--- src/rtl/systolic_job_sequencer.sv ---
// Command queue plus FEED/DRAIN/WRITE sequencing for one 4x4 systolic array.
// Every output is registered one cycle behind the state/count that produces it.
module systolic_job_sequencer #(
    parameter int ADDR_W     = 7,
    parameter int K_W        = 5,
    parameter int FIFO_DEPTH = 4
) (
    input  logic                  i_clk,
    input  logic                  i_rst,
    input  logic                  i_cmd_valid,
    output logic                  o_cmd_ready,
    input  logic [K_W-1:0]        i_cmd_k,
    input  logic [ADDR_W-1:0]     i_cmd_base,
    input  logic                  i_abort,
    output logic                  o_mem_r_en,
    output logic [4*ADDR_W-1:0]   o_row_addr,
    output logic [4*ADDR_W-1:0]   o_col_addr,
    output logic [6:0]            o_pe_en,
    output logic                  o_pe_clr,
    output logic                  o_c_wr_en,
    output logic                  o_busy,
    output logic                  o_job_done,
    output logic                  o_err_cmd
);
    localparam int PTR_W  = $clog2(FIFO_DEPTH);
    localparam int CNT_W  = 6;
    localparam int WIDE_W = ADDR_W + K_W + 3;

    localparam logic [ADDR_W-1:0] IDLE_ADDR  = '1;
    localparam logic [PTR_W:0]    PTR_ONE    = (PTR_W + 1)'(1);
    localparam logic [CNT_W-1:0]  CNT_ONE    = CNT_W'(1);
    localparam logic [CNT_W-1:0]  DRAIN_LEN  = CNT_W'(6);
    localparam logic [WIDE_W-1:0] ADDR_LIMIT = WIDE_W'((1 << ADDR_W) - 1);

    typedef enum logic [1:0] {
        S_IDLE,
        S_FEED,
        S_DRAIN,
        S_WRITE
    } state_t;

    state_t            r_state;
    state_t            w_state_nxt;
    logic [CNT_W-1:0]  r_cnt;
    logic [CNT_W-1:0]  w_cnt_nxt;
    logic [CNT_W-1:0]  w_k_cnt;
    logic [K_W-1:0]    r_job_k;
    logic [ADDR_W-1:0] r_job_base;

    logic [K_W-1:0]    r_q_k    [FIFO_DEPTH];
    logic [ADDR_W-1:0] r_q_base [FIFO_DEPTH];
    logic [PTR_W:0]    r_wr_ptr;
    logic [PTR_W:0]    r_rd_ptr;
    logic [PTR_W:0]    w_wr_ptr_nxt;
    logic [PTR_W:0]    w_rd_ptr_nxt;
    logic              w_empty;
    logic              w_full_nxt;

    logic              w_accept;
    logic              w_cmd_ok;
    logic              w_push;
    logic              w_pop;
    logic [WIDE_W-1:0] w_cmd_end;

    logic [6:0]          w_pe_en_nxt;
    logic                w_pe_clr_nxt;
    logic                w_mem_r_en_nxt;
    logic                w_capture_nxt;
    logic [4*ADDR_W-1:0] w_lane_addr_nxt;
    logic [ADDR_W-1:0]   w_lane;

    logic                r_cmd_ready;
    logic [6:0]          r_pe_en;
    logic                r_pe_clr;
    logic                r_mem_r_en;
    logic                r_capture;
    logic [4*ADDR_W-1:0] r_lane_addr;
    logic                r_busy;
    logic                r_err_cmd;

    // A command is legal when K is nonzero and its last operand (base+4K-1) stays below the idle address.
    assign w_cmd_end = WIDE_W'(i_cmd_base) + (WIDE_W'(i_cmd_k) << 2);
    assign w_cmd_ok  = (i_cmd_k != '0) && (w_cmd_end <= ADDR_LIMIT);
    assign w_accept  = i_cmd_valid && r_cmd_ready;
    assign w_push    = w_accept && w_cmd_ok && !i_abort;

    assign w_empty   = (r_wr_ptr == r_rd_ptr);
    assign w_pop     = (r_state == S_IDLE) && !w_empty && !i_abort;
    assign w_k_cnt   = CNT_W'(r_job_k);

    always_comb begin
        w_wr_ptr_nxt = r_wr_ptr;
        w_rd_ptr_nxt = r_rd_ptr;
        if (i_abort) begin
            w_rd_ptr_nxt = r_wr_ptr;
        end else begin
            if (w_push) begin
                w_wr_ptr_nxt = r_wr_ptr + PTR_ONE;
            end
            if (w_pop) begin
                w_rd_ptr_nxt = r_rd_ptr + PTR_ONE;
            end
        end
    end

    assign w_full_nxt = (w_wr_ptr_nxt[PTR_W] != w_rd_ptr_nxt[PTR_W]) &&
                        (w_wr_ptr_nxt[PTR_W-1:0] == w_rd_ptr_nxt[PTR_W-1:0]);

    always_ff @(posedge i_clk) begin
        if (w_push) begin
            r_q_k[r_wr_ptr[PTR_W-1:0]]    <= i_cmd_k;
            r_q_base[r_wr_ptr[PTR_W-1:0]] <= i_cmd_base;
        end
    end

    always_comb begin
        w_state_nxt = r_state;
        w_cnt_nxt   = r_cnt;
        if (i_abort) begin
            w_state_nxt = S_IDLE;
            w_cnt_nxt   = '0;
        end else begin
            case (r_state)
                S_IDLE: begin
                    w_cnt_nxt = '0;
                    if (!w_empty) begin
                        w_state_nxt = S_FEED;
                    end
                end
                S_FEED: begin
                    w_cnt_nxt = r_cnt + CNT_ONE;
                    if (r_cnt == w_k_cnt - CNT_ONE) begin
                        w_state_nxt = S_DRAIN;
                    end
                end
                S_DRAIN: begin
                    w_cnt_nxt = r_cnt + CNT_ONE;
                    if (r_cnt == w_k_cnt + DRAIN_LEN) begin
                        w_state_nxt = S_WRITE;
                    end
                end
                S_WRITE: begin
                    w_cnt_nxt   = '0;
                    w_state_nxt = S_IDLE;
                end
                default: begin
                    w_cnt_nxt   = '0;
                    w_state_nxt = S_IDLE;
                end
            endcase
        end
    end

    always_ff @(posedge i_clk) begin
        if (i_rst) begin
            r_state    <= S_IDLE;
            r_cnt      <= '0;
            r_wr_ptr   <= '0;
            r_rd_ptr   <= '0;
            r_job_k    <= '0;
            r_job_base <= '0;
        end else begin
            r_state  <= w_state_nxt;
            r_cnt    <= w_cnt_nxt;
            r_wr_ptr <= w_wr_ptr_nxt;
            r_rd_ptr <= w_rd_ptr_nxt;
            if (w_pop) begin
                r_job_k    <= r_q_k[r_rd_ptr[PTR_W-1:0]];
                r_job_base <= r_q_base[r_rd_ptr[PTR_W-1:0]];
            end
        end
    end

    // WRITE still captures under abort; otherwise abort forces the idle output pattern.
    always_comb begin
        w_pe_en_nxt     = '0;
        w_pe_clr_nxt    = 1'b1;
        w_mem_r_en_nxt  = 1'b0;
        w_capture_nxt   = 1'b0;
        w_lane_addr_nxt = {4{IDLE_ADDR}};
        w_lane          = '0;
        if (r_state == S_WRITE) begin
            w_pe_clr_nxt  = 1'b0;
            w_capture_nxt = 1'b1;
        end else if (!i_abort && (r_state == S_FEED || r_state == S_DRAIN)) begin
            w_pe_clr_nxt = 1'b0;
            for (int j = 0; j < 7; j++) begin
                w_pe_en_nxt[j] = (r_cnt >= CNT_W'(j + 1)) && (r_cnt <= CNT_W'(j) + w_k_cnt);
            end
            if (r_state == S_FEED) begin
                w_mem_r_en_nxt = 1'b1;
                for (int i = 0; i < 4; i++) begin
                    w_lane = r_job_base + ADDR_W'(r_cnt) + ADDR_W'(i) * ADDR_W'(r_job_k);
                    w_lane_addr_nxt[i*ADDR_W +: ADDR_W] = w_lane;
                end
            end
        end
    end

    always_ff @(posedge i_clk) begin
        if (i_rst) begin
            r_cmd_ready <= 1'b1;
            r_pe_en     <= '0;
            r_pe_clr    <= 1'b1;
            r_mem_r_en  <= 1'b0;
            r_capture   <= 1'b0;
            r_lane_addr <= {4{IDLE_ADDR}};
            r_busy      <= 1'b0;
            r_err_cmd   <= 1'b0;
        end else begin
            r_cmd_ready <= !w_full_nxt;
            r_pe_en     <= w_pe_en_nxt;
            r_pe_clr    <= w_pe_clr_nxt;
            r_mem_r_en  <= w_mem_r_en_nxt;
            r_capture   <= w_capture_nxt;
            r_lane_addr <= w_lane_addr_nxt;
            r_busy      <= (w_state_nxt != S_IDLE) || (w_wr_ptr_nxt != w_rd_ptr_nxt);
            r_err_cmd   <= w_accept && !w_cmd_ok && !i_abort;
        end
    end

    assign o_cmd_ready = r_cmd_ready;
    assign o_mem_r_en  = r_mem_r_en;
    assign o_row_addr  = r_lane_addr;
    assign o_col_addr  = r_lane_addr;
    assign o_pe_en     = r_pe_en;
    assign o_pe_clr    = r_pe_clr;
    assign o_c_wr_en   = r_capture;
    assign o_job_done  = r_capture;
    assign o_busy      = r_busy;
    assign o_err_cmd   = r_err_cmd;

endmodule
--- config.mk ---
export PLATFORM = sky130hd
export DESIGN_NAME = systolic_job_sequencer
export DESIGN_NICKNAME = d
export VERILOG_FILES = /design/src/rtl/systolic_job_sequencer.sv
export SDC_FILE = /design/constraint.sdc
export NUM_CORES = 1
export LEC_CHECK = 0
export ABC_AREA = 1
export BUFFER_PORTS_ARGS = -buffer_cell sky130_fd_sc_hd__buf_2
export CAP_MARGIN = 20
export CORE_MARGIN = 5
export CORE_UTILIZATION = 51
export CTS_BUF_LIST = sky130_fd_sc_hd__clkbuf_8
export DETAILED_ROUTE_END_ITERATION = 8
export PLACE_DENSITY_LB_ADDON = 0.15
export SYNTH_ARGS = -nofsm -noshare
export SYNTH_HDL_FRONTEND = slang
export SYNTH_SLANG_ARGS = --single-unit
--- constraint.sdc ---
create_clock -name i_clk -period 3.3 [get_ports i_clk]
set_input_delay 0.165 -clock i_clk [delete_from_list [all_inputs] [get_ports i_clk]]
set_output_delay 0.165 -clock i_clk [all_outputs]
set_load 0.01 [all_outputs]
# ---- After elaboration in Yosys (flattened, before gate mapping)
# Memories as Yosys holds them, arrays and structs flattened. A register that Yosys moved wholly into a read port is not among the register bits.
# Cells that the tools add are included.
dict set report classes {
  mux 16
  n_eq_ne 9
  multipliers 1
  bitwise 2
  addsub 15
  magnitude_cmp 15
  reduce_logical 31
}
# op n
set op_table {}
lappend op_table {{6-bit <= comparator} 6}
lappend op_table {{6-bit by 3-bit >= comparator with 1-bit output (second input constant)} 4}
lappend op_table {{3-bit by 5-bit adder with 6-bit output (first input constant)} 3}
lappend op_table {{1-bit logical AND} 17}
lappend op_table {{7-bit by 6-bit adder with 7-bit output} 2}
lappend op_table {{2-bit by 5-bit adder with 6-bit output (first input constant)} 2}
lappend op_table {{6-bit equality test} 2}
lappend op_table {{6-bit by 2-bit >= comparator with 1-bit output (second input constant)} 2}
lappend op_table {{3-bit 2-to-1 mux} 4}
lappend op_table {{6-bit case mux with 2 select lines} 1}
lappend op_table {{7-bit by 7-bit adder with 8-bit output} 1}
lappend op_table {{8-bit by 7-bit <= comparator with 1-bit output (second input constant)} 1}
lappend op_table {{2-bit 2-to-1 mux} 4}
lappend op_table {{2-bit case mux with 4 select lines} 1}
lappend op_table {{7-bit by 5-bit adder with 7-bit output} 1}
lappend op_table {{7-bit adder} 1}
lappend op_table {{2-bit by 5-bit multiplier with 7-bit output (first input constant)} 1}
lappend op_table {{1-bit by 5-bit adder with 6-bit output (first input constant)} 1}
lappend op_table {{3-bit by 1-bit adder with 3-bit output (second input constant)} 2}
lappend op_table {{6-bit by 1-bit adder with 6-bit output (second input constant)} 1}
lappend op_table {{6-bit by 1-bit >= comparator with 1-bit output (second input constant)} 1}
lappend op_table {{6-bit by 5-bit <= comparator with 1-bit output} 1}
lappend op_table {{1-bit 2-to-1 mux} 6}
lappend op_table {{2-bit OR reduction} 3}
lappend op_table {{15 further kinds} 21}
dict set report word_totals {
  ff_bits 55
  memories 2
  wordCells 103
  ramBits 48
}
# memory words word_bits rd rd_ports_with_merged_regs wr line
set memory_table {}
lappend memory_table {r_q_base 4 7 1 1 1 51} ;# logic [ADDR_W-1:0] r_q_base [FIFO_DEPTH];
lappend memory_table {r_q_k 4 5 1 1 1 50} ;# logic [K_W-1:0] r_q_k [FIFO_DEPTH];

# ---- Depth between registers and ports, before layout
dict set report logic_depth {
  ltp_word 10
  depth_mapped 17
  depth_no_buf 17
}

# ---- Worst setup path after synthesis
# Ideal clock, no wire load.
dict set report synth_timing {
  kind {reg2reg}
  startpoint {reg r_cnt[2]}
  endpoint {reg r_lane_addr[27], in the netlist o_col_addr[27]}
  stages_incl_launch_ff 15
  required_ps 3182
  setup_time_ps 118
  path_buffers 0
  slack_ps 219
  arrival_ps 2964
  cell_sequence {dfxtp_1 ha_1 a21o_1 a31o_2 xor2_1 fa_1 inv_1 ha_1 a21oi_1 nand2_1 nand2_1 a31oi_1 xnor2_1 xnor2_1 nand2_1}
}
dict set report synth_via {
  elab_chain_len 2
}
# element line
set synth_lines {}
lappend synth_lines {{start: declaration} 44} ;# logic [CNT_W-1:0] r_cnt;
lappend synth_lines {{start signal: assignment} 164} ;# r_cnt <= w_cnt_nxt;
lappend synth_lines {{7-bit by 6-bit adder with 7-bit output} 193} ;# w_lane = r_job_base + ADDR_W'(r_cnt) + ADDR_W'(i) * ADDR_W'(r_job_k);
lappend synth_lines {{7-bit adder} 193}
lappend synth_lines {{end signal: assignment} 207} ;# r_lane_addr <= {4{IDLE_ADDR}};
lappend synth_lines {{end signal: assignment} 216} ;# r_lane_addr <= w_lane_addr_nxt;
lappend synth_lines {{end: declaration} 77} ;# logic [4*ADDR_W-1:0] r_lane_addr;
# Every way passes these cells.
# A chain may end at the register's enable or synchronous reset.

# ---- Worst setup path after layout
# Ends and elaborated chain as after synthesis.

==> metrics.csv <==
metric;value;unit
hpwl dp;11.4;mm
Seq. cell area;2740;sq um
RD Place Congestion;0.875;
vias in the first global route;5059;
number of diodes;0;
Final Non-Filler Cells;1032;
Skew-Pair Late Insertion Delay;0.43;ns
Seq/Total Area, Yosys;40.7;%
placeable core area;13100;sq um
FF-to-FF End;o_col_addr[27]$_SDFF_PP1_;
clock root buffer;clkbuf_8;
Setup CP Type;reg -> reg;
row count;42;
Die Span X;125;um
initial core utilization;51.5;%
Setup TNS;0;ns
Peak supply drop;404;uV
worst-case reg-to-reg path depth;14;
Slew HR;59.4;%
CP max FO;5;
commonest non-fill, non-tap cell in the layout;nand2_1;
Mapped Area;6740;sq um
Pwr Density;506;nW/um^2
Max Cap Viol;0;
number of cells in the design after placement;988;
CP bufs+invs;1;
Slowest-stage cell, CP;fa_1;
met1 WL;6.65;mm
Antenna Violating Nets Remaining;0;
static leakage;3.54;nW
syn_nets;868;
Yosys reg bits;113;
Finished Cell Area;7760;sq um
Final Hold Viols;0;
htree depth;4;
clk_skew;0.0104;ns
DRC errors left;0;
gr usage total;19.6;%
top-area cell type share of the netlist area;21.4;%
yosys warns;0;
wire length on met3;669;um
Netlist cell types;44;
setup bufs post-CTS;0;
cell area after placement;7180;sq um
die area;15600;sq um
antenna violations before repair;0;
family with the most delay on the worst path;adder cells;
Synth area leaders;edfxtp_1 (21%), dfxtp_1 (19%), ha_1 (16%);
IO Pins;86;
hold_sp;i_cmd_valid;
Worst R2R Setup Slack;0.24;ns
largest net degree at the start of global routing;28;
share of post-route cells with drive strength above 1;20.0;%
Crit. End Element;flip-flop;
largest area contributor in the netlist;edfxtp_1;
grt ovf;0;
pre-CTS setup slack;0.222;ns
Core Util, Final;59.3;%
routed vias/inst;5.08;
Detailed Routing Iterations Pass 1;5;
max layer used;met4;
multi-input gate area in the final layout;3360;sq um
final setup fails;0;
Area Growth Syn to Fin;15.1;%
Die Ht;125;um
I/O Buffers;85;
filler instances;1143;
worst slew pin tran;0.608;ns
worst path cell trace;ha_1, a21o_1, a31o_2, xor2_1, fa_1, inv_1, ha_1, a21oi_1, nand2_1, nand2_1, a31oi_1, xnor2_1, xnor2_1, nand2_1;
minimum clock period;3.06;ns
Hold Slack;0.0309;ns
Req. time, crit path;3.62;ns
CTS buffer count;17;
Hold Crit Class;in -> reg;
Max clock buf depth;2;
worst hold stages;3;
routed via count;5239;
Routed WL;15.2;mm
Power, Total;3.92;mW
Hold EP;o_err_cmd$_SDFF_PP0_;
synthesized area per cell;8.88;sq um
nets;952;
CTS tree;yes;
most frequent cells in the layout;nand2_1 (129), nor2_1 (85), ha_1 (85), buf_2 (85), inv_1 (70);
startpoint types;flip-flop;
Reg clk slew, reported paths;0.07;ns
FF-to-FF Start;r_cnt[2]$_SDFF_PP0_;
first-pass GRT wire length;24.8;mm
Max Slew Vio Count;0;
status;completed;
Final period util;92.7;%
RSZ-0062 raised after global routing;no;
initial drt markers;297;
Slowest Stage Delay on Critical Path;0.46;ns
drt wl/cell;14.7;um
CP most frequent cell;nand2_1;
clock sinks;113;
Met2 Wirelength;7.52;mm
FMAX;327;MHz
Post-Syn Instances;759;
Worst Path Arrival;3.37;ns
fin worst setup slack;0.243;ns
power by group:
group | internal, mW | total [mW] | switching, mW
logic | 0.339 | 0.911 | 0.572
clock network | 0.906 | 1.46 | 0.550
registers | 1.51 | 1.56 | 0.0433
total | 2.76 | 3.92 | 1.17
worst max path at each step:
stage	end	depth (start not counted)	from
after CTS	o_col_addr[27]$_SDFF_PP1_	14	r_cnt[0]$_SDFF_PP0_
after detailed placement	o_col_addr[27]$_SDFF_PP1_	14	r_cnt[0]$_SDFF_PP0_
final	o_col_addr[27]$_SDFF_PP1_	14	r_cnt[2]$_SDFF_PP0_
after global routing	o_col_addr[27]$_SDFF_PP1_	14	r_cnt[0]$_SDFF_PP0_
after floorplan	o_col_addr[27]$_SDFF_PP1_	14	r_cnt[2]$_SDFF_PP0_
after global placement	o_col_addr[27]$_SDFF_PP1_	14	r_cnt[0]$_SDFF_PP0_
sequential cells by signal (all words and copies together) (netlist names), 5 cells and up:
signal	count
r_job_base	7
r_job_k	5
r_q_k	20
o_col_addr	26
r_cnt	6
o_pe_en	7
r_q_base	28
layer usage:
layer	up-vias	global-route usage, %
li1	2683	-
met1	2390	24.2
met2	132	33.8
met3	34	3.58
met4	0	8.10
met5	-	0
synthesized netlist by cell type (all sizes together):
library cell and n:
a2111oi 1, a211oi 5, a21o 3, a21oi 41
a221oi 2, a31o 1, a31oi 4, a32oi 4
buf 38, clkbuf 9, clkinv 3, dfxtp 65
edfxtp 48, fa 8, ha 85, inv 84
nand2 132, nand3 29, nand3b 1, nand4 10
nor2 89, nor3 7, nor4 1, o211ai 2
o21ai 38, o21bai 7, o32ai 12, or2 8
xnor2 9, xor2 13
worst min-delay path: stages:
cell and delay (ns):
buf_2 0.10, nand2_1 0.09, a211oi_1 0.06
final cells by class:
| class | count | share of cell area (%) |
|---|---|---|
| clock buffers | 18 | 3.19 |
| clock inverters | 14 | 2.55 |
| inverters | 87 | 4.27 |
| multi-input cells | 512 | 43.3 |
| flip-flops and latches | 113 | 35.4 |
| well taps | 176 | 2.84 |
| repair buffers | 112 | 8.48 |
cell families (layout without fill, tap and decap cells):
| group | Yosys count | count (layout) | synth area share [%] |
|---|---|---|---|
| buffers and inverters | 134 | 231 | 9.67 |
| XOR/XNOR | 22 | 22 | 3.08 |
| AND/OR/NAND/NOR | 277 | 277 | 17.5 |
| flip-flops | 113 | 113 | 40.7 |
| adder cells (fa/ha/maj) | 93 | 93 | 18.2 |
| AO/OA/AOI/OAI | 120 | 120 | 10.9 |
timing repair:
action | CTS | global route
hold buffers | 12 | 0
endpoints found under the setup margin | 0 | 1
resized for setup | 0 | 2
endpoints found under the hold margin | 48 | 0
(Power assumes the default switching activity.)
